[src/rtl/sw_debounce5_pkg.sv]
// Shared constants for the five-switch debouncer: debounce lengths and
// the mapping from sw[] bit positions to the A..E outputs.
package debounce_defs;

  localparam int unsigned DEBOUNCE_CYCLES_DEFAULT = 50000;
  localparam int unsigned DEBOUNCE_CYCLES_BENCH   = 4;

  localparam int unsigned NUM_SW = 5;

  localparam int unsigned IDX_A = 4;
  localparam int unsigned IDX_B = 3;
  localparam int unsigned IDX_C = 2;
  localparam int unsigned IDX_D = 1;
  localparam int unsigned IDX_E = 0;

  typedef logic [NUM_SW-1:0] sw_vec_t;

endpackage

[src/rtl/sw_debounce5_if.sv]
// Switch bundle between the raw board switches and the First_M inputs.
interface sw_debounce5_if;
  import debounce_defs::*;

  sw_vec_t sw;
  logic    A;
  logic    B;
  logic    C;
  logic    D;
  logic    E;
  logic    changed;
  logic    stable;

  modport master (
    output sw,
    input  A, B, C, D, E, changed, stable
  );

  modport slave (
    input  sw,
    output A, B, C, D, E, changed, stable
  );

endinterface

[src/rtl/sw_debounce5_bit.sv]
// One debounced switch: two-flop synchronizer, saturating persistence
// counter and the accepted level q.
module debounce_bit #(
  parameter int unsigned DEBOUNCE_CYCLES = 50000,
  parameter int unsigned CNT_W           = $clog2(DEBOUNCE_CYCLES)
) (
  input  logic clk,
  input  logic rst_n,
  input  logic d_in,
  output logic q,
  output logic accept,
  output logic settled
);

  localparam logic [CNT_W-1:0] CNT_LAST = CNT_W'(DEBOUNCE_CYCLES - 1);

  logic             s1_q, s1_d;
  logic             s2_q, s2_d;
  logic             q_q,  q_d;
  logic [CNT_W-1:0] cnt_q, cnt_d;

  always_comb begin
    s1_d    = d_in;
    s2_d    = s1_q;
    settled = (s2_q == q_q);
    accept  = !settled && (cnt_q == CNT_LAST);
    q_d     = q_q;
    cnt_d   = '0;
    // Any return to q, or acceptance, restarts the count from zero.
    if (accept) begin
      q_d = s2_q;
    end else if (!settled) begin
      cnt_d = cnt_q + 1'b1;
    end
  end

  always_ff @(posedge clk) begin
    if (!rst_n) begin
      s1_q  <= 1'b0;
      s2_q  <= 1'b0;
      q_q   <= 1'b0;
      cnt_q <= '0;
    end else begin
      s1_q  <= s1_d;
      s2_q  <= s2_d;
      q_q   <= q_d;
      cnt_q <= cnt_d;
    end
  end

  assign q = q_q;

endmodule

[src/rtl/sw_debounce5.sv]
// Five independent switch debouncers feeding First_M, with a single
// registered change strobe and a combined settled indication.
module sw_debounce5
  import debounce_defs::*;
#(
  parameter int unsigned DEBOUNCE_CYCLES = DEBOUNCE_CYCLES_DEFAULT,
  parameter int unsigned CNT_W           = $clog2(DEBOUNCE_CYCLES)
) (
  input  logic           clk,
  input  logic           rst_n,
  sw_debounce5_if.slave  bus
);

  sw_vec_t q_vec;
  sw_vec_t accept_vec;
  sw_vec_t settled_vec;
  logic    changed_q, changed_d;

  for (genvar i = 0; i < NUM_SW; i++) begin : g_bit
    debounce_bit #(
      .DEBOUNCE_CYCLES (DEBOUNCE_CYCLES),
      .CNT_W           (CNT_W)
    ) u_bit (
      .clk     (clk),
      .rst_n   (rst_n),
      .d_in    (bus.sw[i]),
      .q       (q_vec[i]),
      .accept  (accept_vec[i]),
      .settled (settled_vec[i])
    );
  end

  // Simultaneous acceptances collapse into one strobe aligned with q.
  always_comb begin
    changed_d = |accept_vec;
  end

  always_ff @(posedge clk) begin
    if (!rst_n) begin
      changed_q <= 1'b0;
    end else begin
      changed_q <= changed_d;
    end
  end

  assign bus.A       = q_vec[IDX_A];
  assign bus.B       = q_vec[IDX_B];
  assign bus.C       = q_vec[IDX_C];
  assign bus.D       = q_vec[IDX_D];
  assign bus.E       = q_vec[IDX_E];
  assign bus.changed = changed_q;
  assign bus.stable  = &settled_vec;

endmodule

[src/flat_wrapper.sv]
// flat-port wrapper written by rule: the top's interface ports become plain ports
module sw_debounce5_flat import debounce_defs::*;
#(
  parameter int unsigned DEBOUNCE_CYCLES = DEBOUNCE_CYCLES_DEFAULT,
  parameter int unsigned CNT_W           = $clog2(DEBOUNCE_CYCLES)
)
  (clk, rst_n, bus_sw, bus_A, bus_B, bus_C, bus_D, bus_E, bus_changed, bus_stable);
  sw_debounce5_if bus_i ();
  input  logic clk;
  input  logic rst_n;
  input wire logic [$bits(bus_i.sw)-1:0] bus_sw;
  output wire logic [$bits(bus_i.A)-1:0] bus_A;
  output wire logic [$bits(bus_i.B)-1:0] bus_B;
  output wire logic [$bits(bus_i.C)-1:0] bus_C;
  output wire logic [$bits(bus_i.D)-1:0] bus_D;
  output wire logic [$bits(bus_i.E)-1:0] bus_E;
  output wire logic [$bits(bus_i.changed)-1:0] bus_changed;
  output wire logic [$bits(bus_i.stable)-1:0] bus_stable;
  assign bus_i.sw = bus_sw;
  assign bus_A = bus_i.A;
  assign bus_B = bus_i.B;
  assign bus_C = bus_i.C;
  assign bus_D = bus_i.D;
  assign bus_E = bus_i.E;
  assign bus_changed = bus_i.changed;
  assign bus_stable = bus_i.stable;
  sw_debounce5 #(.DEBOUNCE_CYCLES(DEBOUNCE_CYCLES), .CNT_W(CNT_W)) u_core (.clk(clk), .rst_n(rst_n), .bus(bus_i));
endmodule
[config.mk]
export PLATFORM = sky130hd
export DESIGN_NAME = sw_debounce5_flat
export DESIGN_NICKNAME = d
export VERILOG_FILES = /design/src/rtl/sw_debounce5_pkg.sv /design/src/rtl/sw_debounce5_if.sv /design/src/rtl/sw_debounce5_bit.sv /design/src/rtl/sw_debounce5.sv /design/src/flat_wrapper.sv
export SDC_FILE = /design/constraint.sdc
export NUM_CORES = 1
export LEC_CHECK = 0
export BUFFER_PORTS_ARGS = -buffer_cell sky130_fd_sc_hd__buf_2
export CORE_MARGIN = 4
export CORE_UTILIZATION = 55
export CTS_BUF_LIST = sky130_fd_sc_hd__clkbuf_4 sky130_fd_sc_hd__clkbuf_8 sky130_fd_sc_hd__clkbuf_16
export CTS_CLUSTER_SIZE = 14
export DETAILED_ROUTE_END_ITERATION = 6
export PLACE_DENSITY = 0.72
export RECOVER_POWER = 25
export SKIP_CTS_REPAIR_TIMING = 1
export SLEW_MARGIN = 20
export SYNTH_ARGS = -nofsm -noshare
export SYNTH_HDL_FRONTEND = slang
export SYNTH_HIERARCHICAL = 1
export SYNTH_SLANG_ARGS = --single-unit
[constraint.sdc]
create_clock -name clk -period 4.7 [get_ports clk]
set_input_delay 1.41 -clock clk [delete_from_list [all_inputs] [get_ports clk]]
set_output_delay 1.41 -clock clk [all_outputs]
set_load 0.1 [all_outputs]
* After elaboration in Yosys (flattened, before gate mapping) *
Index checks and enable logic that the tools add are counted.

word-level totals
  input bits = 7
  flip-flop bits (word level) = 96
  logic and storage cells = 54
  output and inout bits = 7

cells by class
  reduce and logical (&&, ||, !) cells = 17
  bitwise gates (word level) = 1
  equal/unequal tests = 10
  add/subtract/negate cells = 5

operator list
  cell                                            number
  adder 16 x 1 -> 16 bit (second input constant)  5
  equality test 16 bit (second input constant)    5
  OR reduction 3 bit                              5
  equality test 1 bit                             5
  logical AND 1 bit                               5
  zero test 1 bit                                 5
  AND reduction 5 bit                             1
  OR reduction 5 bit                              1
  NOT 1 bit                                       1

* Logic depth before layout (Yosys ltp) *
Gate-level depths: netlist (run 1).

  depth after elaboration = 4
  depth in mapped cells = 6
  mapped depth without buffers = 6

* Modules after synthesis *
Netlist (run 1), hierarchy kept.

modules (own cells, without submodules)
  module        cells an instance  seq. area each (um2)  area each (um2)  instances
  debounce_bit  92                 380.4                 824.5            5
  sw_debounce5  6                  20.0                  47.5             1

* Worst setup path before layout (run 1) *
No wires, ideal clock.

  path kind = register to output
  from = register u_core.g_bit[3].u_bit.q_q
  to = output port bus_stable
  cell stages (with the launch flop) = 5
  slack = 698 ps
  path buffers = 0
  arrival = 2592 ps
  data required time = 3290 ps
  cells stage by stage = dfxtp_1 > xor2_1 > inv_1 > nand3_1 > nor2_1

between the ends
  word-level cells in the longest chain between the ends = 2

RTL lines
  what                             line                    source
  from (decl)                      sw_debounce5_bit.sv:19  logic q_q, q_d;
  from (signal assigned)           sw_debounce5_bit.sv:46  q_q <= q_d;
  equality test 1 bit              sw_debounce5_bit.sv:25  settled = (s2_q == q_q);
  named net u_core.settled_vec[3]  sw_debounce5.sv:16      sw_vec_t settled_vec;
  AND reduction 5 bit              sw_debounce5.sv:52      assign bus.stable = &settled_vec;
  to (decl)                        flat_wrapper.sv:18      output wire logic [$bits(bus_i.stable)-1:0] bus_stable;

The timed path passes the listed nets, and every way through them passes these cells.

* Final worst setup path (run 1) *
Ends and elaborated chain as after synthesis.

==> load_flow_metrics.sql, run 1 <==
INSERT INTO impl_metrics (metric_group, metric, value, unit) VALUES
('synthesis', 'synth_cell_types', '26', ''),
('floorplan', 'core-area', '7290', 'µm²'),
('setup_path', 'timing.critical_path.fanout_max', '3', ''),
('timing', 'hold_viol', '0', ''),
('synthesis', 'synth.top_cells.by_area', 'sky130_fd_sc_hd__dfxtp_1 (46%), sky130_fd_sc_hd__xnor2_1 (11%), sky130_fd_sc_hd__nor2_1 (7.7%), sky130_fd_sc_hd__xor2_1 (3.2%), sky130_fd_sc_hd__nand3_1 (3.1%)', ''),
('grt', 'grt_antenna_before_repair', '0', ''),
('cts', 'cts.reportedPaths.clkPinSlew', '80', 'ps'),
('timing', 'final.min_clock_period', '3000', 'ps'),
('job', 'timing.max_cap.violations', '0', ''),
('finish', 'post_route_cells_drive_above_1_share', '0.0878', ''),
('synthesis', 'yosys_warnings', '6', ''),
('timing', 'maximum_clock_skew_at_final_layout', '9.08', 'ps'),
('synthesis', 'syn-num-nets', '478', ''),
('drt', 'route.detailed.vias_per_inst', '5.25', ''),
('floorplan', 'initial_core_utilization', '0.572', ''),
('placement', 'place_hpwl', '5150', 'µm'),
('timing', 'final_min_period_over_clock_period', '0.638', ''),
('cts', 'cts-root-buf', 'sky130_fd_sc_hd__clkbuf_8', ''),
('grt', 'first_global_vias', '3026', ''),
('synthesis', 'synth.cell_area', '4170', 'µm²'),
('setup_path', 'worstSetupEndpointType', 'primary output', ''),
('synthesis', 'async_flop_share', '0', ''),
('timing', 'setup_viol_count_final', '0', ''),
('timing', 'fin_hold_ws', '443', 'ps'),
('cts', 'cts.path.max_buffers', '2', ''),
('cts', 'cts-htree-levels', '3', ''),
('placement', 'place.gp.congestion', '0.805', ''),
('status', 'outcome', 'completed', ''),
('drt', 'route.vias.total', '3095', ''),
('finish', 'antenna_cells_inserted', '0', ''),
('grt', 'grt_first_pass_wirelength', '13400', 'µm'),
('timing', 'max_slew.worst_pin.slew', '802', 'ps'),
('timing', 'timing.max_slew.rel_slack', '0.466', ''),
('power', 'power.leakage', '0.00141', 'µW'),
('synthesis', 'synth.ff_latch_count', '96', ''),
('timing', 'grt_setup_unrepaired', 'false', ''),
('floorplan', 'die_h', '95.1', 'µm'),
('timing', 'timing.fmax', '334', 'MHz'),
('synthesis', 'synth_top_flop_cell', 'sky130_fd_sc_hd__dfxtp_1', ''),
('drt', 'detail_route.wl_per_cell', '12.5', 'µm'),
('synthesis', 'synth_cells', '466', ''),
('placement', 'placement.io_buffers', '13', ''),
('synthesis', 'synth_edf_count', '0', ''),
('grt', 'globalRouteOverflowTotal', '0', ''),
('setup_path', 'start_kind', 'flip-flop', ''),
('drt', 'drt_wl_total', '7380', 'µm'),
('finish', 'number_of_nets_in_the_final_layout', '497', ''),
('floorplan', 'io_count', '14', ''),
('synthesis', 'postSynthAreaPerCell', '8.95', 'µm²'),
('setup_path', 'timing_worst_setup_path_type', 'flip-flop to primary output', ''),
('finish', 'syn_to_final_growth', '8.91', '%'),
('hold_path', 'timing.hold.worst.class', 'flip-flop to flip-flop', ''),
('synthesis', 'synth-seq-area-share', '0.461', ''),
('power', 'power_per_cell_area', '307', 'nW/µm²'),
('floorplan', 'die_w', '95.1', 'µm'),
('cts', 'cts_num_sinks', '96', ''),
('synthesis', 'synth_top_cells_by_count', 'sky130_fd_sc_hd__dfxtp_1 (96), sky130_fd_sc_hd__nor2_1 (86), sky130_fd_sc_hd__xnor2_1 (50)', ''),
('drt', 'ant_nets', '0', ''),
('grt', 'grt_start_max_net_pins', '27', ''),
('floorplan', 'dieArea', '9040', 'µm²'),
('floorplan', 'fp-row-count', '31', ''),
('synthesis', 'synth_largest_type_area_fraction', '0.461', ''),
('power', 'power.ir.vdd_worst', '0.000149', 'V'),
('cts', 'cts_buffers', '9', ''),
('timing', 'final_max_slew_viol_count', '0', ''),
('setup_path', 'arrival_time_worst_endpoint', '1590', 'ps'),
('timing', 'final.setup.tns', '0', 'ps'),
('grt', 'grt_usage', '0.186', ''),
('cts', 'cts_tree', 'built', ''),
('setup_path', 'critical_path_rt', '3290', 'ps'),
('synthesis', 'synthMostInstantiatedCell', 'sky130_fd_sc_hd__dfxtp_1', ''),
('synthesis', 'synth_top_area_cell', 'sky130_fd_sc_hd__dfxtp_1', ''),
('drt', 'firstDrtPassIters', '4', ''),
('drt', 'post-route-drc-count', '0', ''),
('cts', 'clkLatencyLatePin', '360', 'ps'),
('drt', 'drt-initial-drc-count', '138', '');
-- final timing paths --
path | start | cells after the start | slack, ps | end
worst min-delay path | u_core/g_bit[3].u_bit/s1_q$_SDFF_PN0_ | 1 | 440 | u_core/g_bit[3].u_bit/s2_q$_SDFF_PN0_
worst min register to register | u_core/g_bit[3].u_bit/s1_q$_SDFF_PN0_ | 1 | 440 | u_core/g_bit[3].u_bit/s2_q$_SDFF_PN0_
worst max register to register | u_core/g_bit[0].u_bit/cnt_q[0]$_SDFF_PP0_ | 6 | 2860 | u_core/bus.changed$_SDFF_PN0_
worst max-delay path | u_core/g_bit[3].u_bit/q$_SDFFE_PN0P_ | 5 | 1700 | bus_stable
-- layout make-up --
class                           instances  area, µm²
Tap cell                               99        124
Clock inverter                          6       65.1
Sequential cell                        96       1920
Inverter                               25       93.8
Clock buffer                           10        138
Fill cell                             678       2750
Multi-Input combinational cell        340       2140
Timing Repair Buffer                   13       63.8
-- cell families after synthesis --
family / Yosys count / share of synthesized area
XOR/XNOR: 65 / 0.137
AND/OR/NAND/NOR: 244 / 0.323
AO/OA/AOI/OAI: 21 / 0.0258
flip-flops: 96 / 0.461
adder cells (fa/ha/maj): 5 / 0.0150
multiplexers: 5 / 0.0120
buffers and inverters: 30 / 0.0270
-- critical path, cell delays in order (launching register included) --
cell	delay (ps)
sky130_fd_sc_hd__dfxtp_1	330
sky130_fd_sc_hd__xor2_1	180
sky130_fd_sc_hd__inv_1	90
sky130_fd_sc_hd__nand3_1	80
sky130_fd_sc_hd__nor2_1	110
sky130_fd_sc_hd__buf_2	440
-- report_power, final --
part	total, µW	switching, µW	internal, µW
clock	547	285	262
sequential	821	2.85	818
combinational	27.3	20.0	7.25
-- state kept, by name, summed over array words and instances, names as in the netlist --
| signal | count |
|---|---|
| u_core/g_bit.u_bit/cnt_q | 80 |
| u_core/g_bit.u_bit/q | 5 |
| u_core/g_bit.u_bit/s1_q | 5 |
| u_core/g_bit.u_bit/s2_q | 5 |
| u_core/bus.changed | 1 |
-- per-layer routing --
layer  up-vias  global-route usage  routed length, µm
li1       1629                   -                  -
met1      1425               0.240               3650
met2        31               0.301               3430
met3        10              0.0292                201
met4         0              0.0925                 98
met5         -                   0                  0
-- through the flow --
stage	utilization	setup WS [ps]	cell area [µm²]	instances	total power (µW)
6_report	0.623	1700	4540	589	1390
5_1_grt	0.623	1580	4540	589	1450
4_1_cts	0.623	1650	4540	589	1410
3_5_place_dp	0.595	2060	4340	573	868
3_3_place_gp	0.595	2070	4340	573	867
2_1_floorplan	-	698	4170	466	859
-- layout by cell type, fill, tap and decap left out, drive strengths merged --
cell / synthesis / final
a21oi: 10 / 10
and2: 10 / 10
and3: 10 / 10
buf: 0 / 12
bufinv: 0 / 1
clkbuf: 5 / 11
clkinv: 0 / 2
clkinvlp: 0 / 1
dfxtp: 96 / 96
ha: 5 / 5
inv: 25 / 27
mux2i: 5 / 5
nand2: 21 / 21
nand3: 31 / 31
nand4: 15 / 15
nor2: 86 / 86
nor2b: 5 / 5
nor3: 10 / 10
nor4: 20 / 20
nor4b: 5 / 5
nor4bb: 10 / 10
o21a: 1 / 1
o21ai: 10 / 10
or2: 5 / 5
or3: 10 / 10
or4: 6 / 6
xnor2: 50 / 50
xor2: 15 / 15
Note: power is estimated with default switching activity, not from simulation.
==> run 2: changes to the inputs <==
- clock period: 4.7 -> 3.05 ns (I/O delays scaled with it)
==> run 2 against run 1 <==
Count of clock-buffer cells in the layout grew 2. Final area grew 0.41%. Combinational power grew 64%. Clock power grew 61%. Critical path depth is the same. Register-to-register slack lost 1600 ps. Largest cell class unchanged. Clock skew shrank 3.8 ps. Sequential share of layout area shrank 0.17 points. Final cell count shrank 0.17%. Die area is the same. Highest routed layer unchanged.
==> load_flow_metrics.sql, run 2 (synthesis gave the netlist of run 1 again) <==
INSERT INTO impl_metrics (metric_group, metric, value, unit) VALUES
('status', 'outcome', 'completed', ''),
('timing', 'grt_setup_unrepaired', 'false', ''),
('drt', 'route.vias.total', '3127', ''),
('hold_path', 'min_path_cells', '1', ''),
('drt', 'drt-initial-drc-count', '113', ''),
('setup_path', 'cp_slowest_cell', 'sky130_fd_sc_hd__buf_2', ''),
('timing', 'setup_viol_count_final', '0', ''),
('timing', 'final_min_period_over_clock_period', '0.824', ''),
('floorplan', 'fp-row-count', '31', ''),
('setup_path', 'worst_path_max_stage_delay', '430', 'ps'),
('setup_path', 'start_kind', 'flip-flop', ''),
('floorplan', 'initial_core_utilization', '0.572', ''),
('timing', 'max_slew.worst_pin.slew', '819', 'ps'),
('setup_path', 'timing_worst_setup_path_type', 'flip-flop to primary output', ''),
('finish', 'largest_reg_flops', '80', ''),
('setup_path', 'timing.critical_path.fanout_max', '3', ''),
('finish', 'syn_to_final_growth', '9.36', '%'),
('finish', 'number_of_nets_in_the_final_layout', '497', ''),
('setup_path', 'critical_path_rt', '2130', 'ps'),
('grt', 'globalRouteOverflowTotal', '0', ''),
('setup_path', 'path_cells', 'xor2_1, inv_1, nand3_1, nor2_4, buf_2', ''),
('timing', 'timing.fmax', '398', 'MHz'),
('cts', 'cts_num_sinks', '96', ''),
('floorplan', 'io_count', '14', ''),
('timing', 'final.min_clock_period', '2510', 'ps'),
('job', 'timing.max_cap.violations', '0', ''),
('timing', 'timing.max_slew.rel_slack', '0.454', ''),
('cts', 'cts_buffers', '9', ''),
('setup_path', 'crit_buf_inv', '2', ''),
('power', 'power.leakage', '0.00142', 'µW'),
('cts', 'cts-root-buf', 'sky130_fd_sc_hd__clkbuf_8', ''),
('setup_path', 'cpLargestDelayFamily', 'buffers and inverters', ''),
('setup_path', 'cell_depth_of_the_worst_setup_path', '5', ''),
('cts', 'cts-htree-levels', '3', ''),
('grt', 'grt_antenna_before_repair', '0', ''),
('setup_path', 'worstSetupEndpointType', 'primary output', ''),
('cts', 'cts.reportedPaths.clkPinSlew', '80', 'ps'),
('cts', 'cts.path.max_buffers', '2', ''),
('timing', 'hold_viol', '0', ''),
('floorplan', 'core-area', '7290', 'µm²'),
('grt', 'first_global_vias', '2890', ''),
('drt', 'firstDrtPassIters', '4', ''),
('finish', 'post_route_cells_drive_above_1_share', '0.0879', ''),
('finish', 'commonest_non_fill_non_tap_cells_in_the_layout', 'sky130_fd_sc_hd__dfxtp_1 (96), sky130_fd_sc_hd__nor2_1 (85), sky130_fd_sc_hd__xnor2_1 (50)', ''),
('timing', 'maximum_clock_skew_at_final_layout', '5.32', 'ps'),
('timing', 'fin_hold_ws', '442', 'ps'),
('setup_path', 'arrival_time_worst_endpoint', '1600', 'ps'),
('finish', 'register_ranked_first_by_flip_flop_count', 'u_core/g_bit.u_bit/cnt_q', ''),
('cts', 'cts_tree', 'built', ''),
('floorplan', 'die_w', '95.1', 'µm'),
('hold_path', 'timing.hold.worst.class', 'flip-flop to flip-flop', ''),
('placement', 'place.gp.congestion', '0.789', ''),
('finish', 'mostFrequentLayoutCell', 'sky130_fd_sc_hd__dfxtp_1', ''),
('power', 'power_per_cell_area', '480', 'nW/µm²'),
('power', 'power.ir.vdd_worst', '0.000565', 'V'),
('finish', 'filler_cell_count', '653', ''),
('placement', 'placement.io_buffers', '13', ''),
('cts', 'clkLatencyLatePin', '350', 'ps'),
('setup_path', 'rr_worst_depth', '5', ''),
('grt', 'grt_usage', '0.174', ''),
('drt', 'ant_nets', '0', ''),
('drt', 'post-route-drc-count', '0', ''),
('finish', 'antenna_cells_inserted', '0', ''),
('placement', 'place_hpwl', '4970', 'µm'),
('floorplan', 'dieArea', '9040', 'µm²'),
('timing', 'final_max_slew_viol_count', '0', ''),
('grt', 'grt_start_max_net_pins', '27', ''),
('drt', 'route.detailed.vias_per_inst', '5.32', ''),
('drt', 'detail_route.wl_per_cell', '12.1', 'µm'),
('floorplan', 'die_h', '95.1', 'µm'),
('grt', 'grt_first_pass_wirelength', '12500', 'µm'),
('timing', 'final.setup.tns', '0', 'ps'),
('drt', 'drt_wl_total', '7100', 'µm');
[run 2: power breakdown]
group          internal (µW)  total [µW]  leakage (µW)  switching, µW
clock network            485         881      0.000107            396
registers               1260        1260      0.000775           4.32
logic                   12.1        44.8      0.000533           32.7
[run 2: cell type report]
class | instances | area [µm²] | share of cell area
Tap cell | 99 | 124 | 0.0272
Inverter | 25 | 93.8 | 0.0206
Clock inverter | 3 | 67.6 | 0.0148
Sequential cell | 96 | 1920 | 0.421
Clock buffer | 12 | 146 | 0.0321
Multi-Input combinational cell | 340 | 2140 | 0.470
Timing Repair Buffer | 13 | 63.8 | 0.0140
[run 2: per-layer routing]
layer / wire length (µm) / GRT usage
met1: 3390 / 0.211
met2: 3400 / 0.290
met3: 237 / 0.0608
met4: 68 / 0.0505
met5: 0 / 0
[run 2: path summary, 6_finish.rpt]
check,startpoint,slack (ps),end
worst max-delay path,u_core/g_bit[0].u_bit/q$_SDFFE_PN0P_,540,bus_stable
worst min-delay path,u_core/g_bit[1].u_bit/s1_q$_SDFF_PN0_,440,u_core/g_bit[1].u_bit/s2_q$_SDFF_PN0_
worst max register to register,u_core/g_bit[2].u_bit/cnt_q[0]$_SDFF_PP0_,1240,u_core/g_bit[2].u_bit/cnt_q[15]$_SDFF_PP0_
worst min register to register,u_core/g_bit[1].u_bit/s1_q$_SDFF_PN0_,440,u_core/g_bit[1].u_bit/s2_q$_SDFF_PN0_
[run 2: through the flow]
stage / utilization / instance area, µm² / setup slack, ps / std cells / power (µW)
after floorplan: - / 4180 / 273 / 466 / 1330
after global placement: 0.596 / 4350 / 936 / 573 / 1340
after detailed placement: 0.596 / 4350 / 909 / 573 / 1340
after CTS: 0.626 / 4560 / 514 / 588 / 2220
after global routing: 0.625 / 4560 / 398 / 588 / 2280
final: 0.625 / 4560 / 537 / 588 / 2190
==> run 3: changes to the inputs <==
- PLACE_DENSITY: 0.72 -> 0.75
- clock period: 3.05 -> 2.25 ns (I/O delays scaled with it)
==> run 3 against run 2 <==
Die area stayed put. Final area is 1.3% higher. Non-clock buffer count is 5 higher. Sequential cell count stayed put. Routed wire length is 1.8% higher. First-iteration DRC count is 40% lower. Worst setup slack worse by 430 ps. Sequential power is 36% higher. Sequential share of layout area is 0.42 points lower. Clock skew is 3.6 ps higher. Via count is 0.54% lower. Count of clock-buffer cells in the layout is 2 lower. Critical path type unchanged. Critical endpoint unchanged. Largest power group unchanged.
==> load_flow_metrics.sql, run 3 (synthesis gave the netlist of run 1 again) <==
INSERT INTO impl_metrics (metric_group, metric, value, unit) VALUES
('status', 'outcome', 'completed', ''),
('drt', 'drt_wl_total', '7230', 'µm'),
('hold_path', 'timing.hold.worst.class', 'flip-flop to flip-flop', ''),
('finish', 'post_route_cells_drive_above_1_share', '0.107', ''),
('cts', 'cts-htree-levels', '3', ''),
('floorplan', 'fp-row-count', '31', ''),
('setup_path', 'crit_buf_inv', '2', ''),
('floorplan', 'dieArea', '9040', 'µm²'),
('floorplan', 'core-area', '7290', 'µm²'),
('drt', 'post-route-drc-count', '0', ''),
('placement', 'place.gp.congestion', '0.794', ''),
('drt', 'ant_nets', '0', ''),
('timing', 'timing.max_slew.rel_slack', '0.436', ''),
('setup_path', 'cpLargestDelayFamily', 'buffers and inverters', ''),
('timing', 'max_slew.worst_pin.slew', '846', 'ps'),
('floorplan', 'initial_core_utilization', '0.572', ''),
('timing', 'fin_hold_ws', '442', 'ps'),
('cts', 'cts_tree', 'built', ''),
('cts', 'cts_num_sinks', '96', ''),
('grt', 'grt_start_max_net_pins', '27', ''),
('drt', 'route.vias.total', '3110', ''),
('finish', 'filler_cell_count', '655', ''),
('setup_path', 'arrival_time_worst_endpoint', '1460', 'ps'),
('finish', 'layout.cell_area.non_filler', '4620', 'µm²'),
('setup_path', 'worstSetupEndpointType', 'primary output', ''),
('cts', 'cts-root-buf', 'sky130_fd_sc_hd__clkbuf_8', ''),
('drt', 'detail_route.wl_per_cell', '12.2', 'µm'),
('timing', 'setup_viol_count_final', '0', ''),
('power', 'power.leakage', '0.00145', 'µW'),
('timing', 'timing.fmax', '467', 'MHz'),
('timing', 'hold_viol', '0', ''),
('finish', 'antenna_cells_inserted', '0', ''),
('timing', 'final_min_period_over_clock_period', '0.951', ''),
('finish', 'commonest_non_fill_non_tap_cells_in_the_layout', 'sky130_fd_sc_hd__dfxtp_1 (91), sky130_fd_sc_hd__nor2_1 (85), sky130_fd_sc_hd__xnor2_1 (50)', ''),
('cts', 'clkLatencyLatePin', '360', 'ps'),
('grt', 'globalRouteOverflowTotal', '0', ''),
('setup_path', 'timing_worst_setup_path_type', 'flip-flop to primary output', ''),
('timing', 'maximum_clock_skew_at_final_layout', '8.91', 'ps'),
('setup_path', 'worst_path_max_stage_delay', '340', 'ps'),
('finish', 'mostFrequentLayoutCell', 'sky130_fd_sc_hd__dfxtp_1', ''),
('floorplan', 'die_w', '95.1', 'µm'),
('floorplan', 'io_count', '14', ''),
('drt', 'firstDrtPassIters', '4', ''),
('placement', 'postPlaceCellArea', '4390', 'µm²'),
('power', 'power.ir.vdd_worst', '0.000373', 'V'),
('grt', 'first_global_vias', '2953', ''),
('power', 'power_per_cell_area', '661', 'nW/µm²'),
('finish', 'register_ranked_first_by_flip_flop_count', 'u_core/g_bit.u_bit/cnt_q', ''),
('finish', 'number_of_nets_in_the_final_layout', '502', ''),
('grt', 'grt_antenna_before_repair', '0', ''),
('setup_path', 'start_kind', 'flip-flop', ''),
('cts', 'cts.reportedPaths.clkPinSlew', '90', 'ps'),
('drt', 'drt-initial-drc-count', '68', ''),
('grt', 'grt_usage', '0.178', ''),
('setup_path', 'timing.critical_path.fanout_max', '3', ''),
('finish', 'largest_reg_flops', '80', ''),
('placement', 'place_hpwl', '5140', 'µm'),
('setup_path', 'cp_slowest_cell', 'sky130_fd_sc_hd__dfxtp_2', ''),
('cts', 'cts.path.max_buffers', '2', ''),
('placement', 'placement.io_buffers', '13', ''),
('drt', 'route.detailed.vias_per_inst', '5.24', ''),
('timing', 'final_max_slew_viol_count', '0', ''),
('cts', 'cts_buffers', '9', ''),
('floorplan', 'die_h', '95.1', 'µm'),
('grt', 'grt_first_pass_wirelength', '12800', 'µm'),
('finish', 'syn_to_final_growth', '10.8', '%'),
('timing', 'final.min_clock_period', '2140', 'ps'),
('setup_path', 'critical_path_rt', '1570', 'ps'),
('job', 'timing.max_cap.violations', '0', ''),
('timing', 'grt_setup_unrepaired', 'false', ''),
('setup_path', 'path_cells', 'xor2_1, inv_1, nand3_1, nor2_4, buf_4', '');
==> run 3: final cells by class <==
class	count	area [µm²]	area share
clock buffer	10	138	0.0298
clock inverter	6	95.1	0.0206
inverter	25	93.8	0.0203
multi-input combinational	340	2140	0.464
sequential	96	1930	0.417
tap	99	124	0.0268
timing repair buffer	18	100	0.0217
==> run 3: worst paths after layout <==
path,from,slack [ps],end,cells past startpoint
worst max-delay path,u_core/g_bit[0].u_bit/q$_SDFFE_PN0P_,110,bus_stable,5
worst min-delay path,u_core/g_bit[3].u_bit/s1_q$_SDFF_PN0_,440,u_core/g_bit[3].u_bit/s2_q$_SDFF_PN0_,1
worst max register to register,u_core/g_bit[3].u_bit/cnt_q[6]$_SDFF_PP0_,340,u_core/g_bit[3].u_bit/cnt_q[4]$_SDFF_PP0_,5
worst min register to register,u_core/g_bit[3].u_bit/s1_q$_SDFF_PN0_,440,u_core/g_bit[3].u_bit/s2_q$_SDFF_PN0_,1
==> run 3: stage by stage <==
step | utilization | setup TNS, ps | std cells | total power (µW) | setup WS, ps
finish | 0.634 | 0 | 594 | 3060 | 110
global route | 0.634 | 0 | 594 | 3180 | 11.7
CTS | 0.634 | -49.8 | 594 | 3100 | -49.8
global placement | 0.602 | 0 | 578 | 1820 | 378
floorplan | - | 0 | 466 | 1800 | 62.6
detailed placement | 0.602 | 0 | 578 | 1820 | 362
==> run 3: where the power goes <==
part / switching (µW) / leakage (µW) / internal, µW
clock: 605 / 0.000118 / 672
combinational: 44.6 / 0.000552 / 20.1
sequential: 5.78 / 0.000778 / 1710
total: 656 / 0.00145 / 2400
==> run 3: worst reg2reg max path, stage by stage (launching register included) <==
cell	delay [ps]
sky130_fd_sc_hd__dfxtp_1	450
sky130_fd_sc_hd__nor4b_1	310
sky130_fd_sc_hd__nand4_1	230
sky130_fd_sc_hd__nand3_1	140
sky130_fd_sc_hd__clkbuf_1	530
sky130_fd_sc_hd__nor2_1	120
==> run 3: per-layer routing <==
metal / up-vias / routed length (µm) / track usage
met5: - / 0 / 0
met4: 0 / 131 / 0.0733
met3: 12 / 237 / 0.0442
met2: 32 / 3480 / 0.295
met1: 1425 / 3370 / 0.219
li1: 1641 / - / -
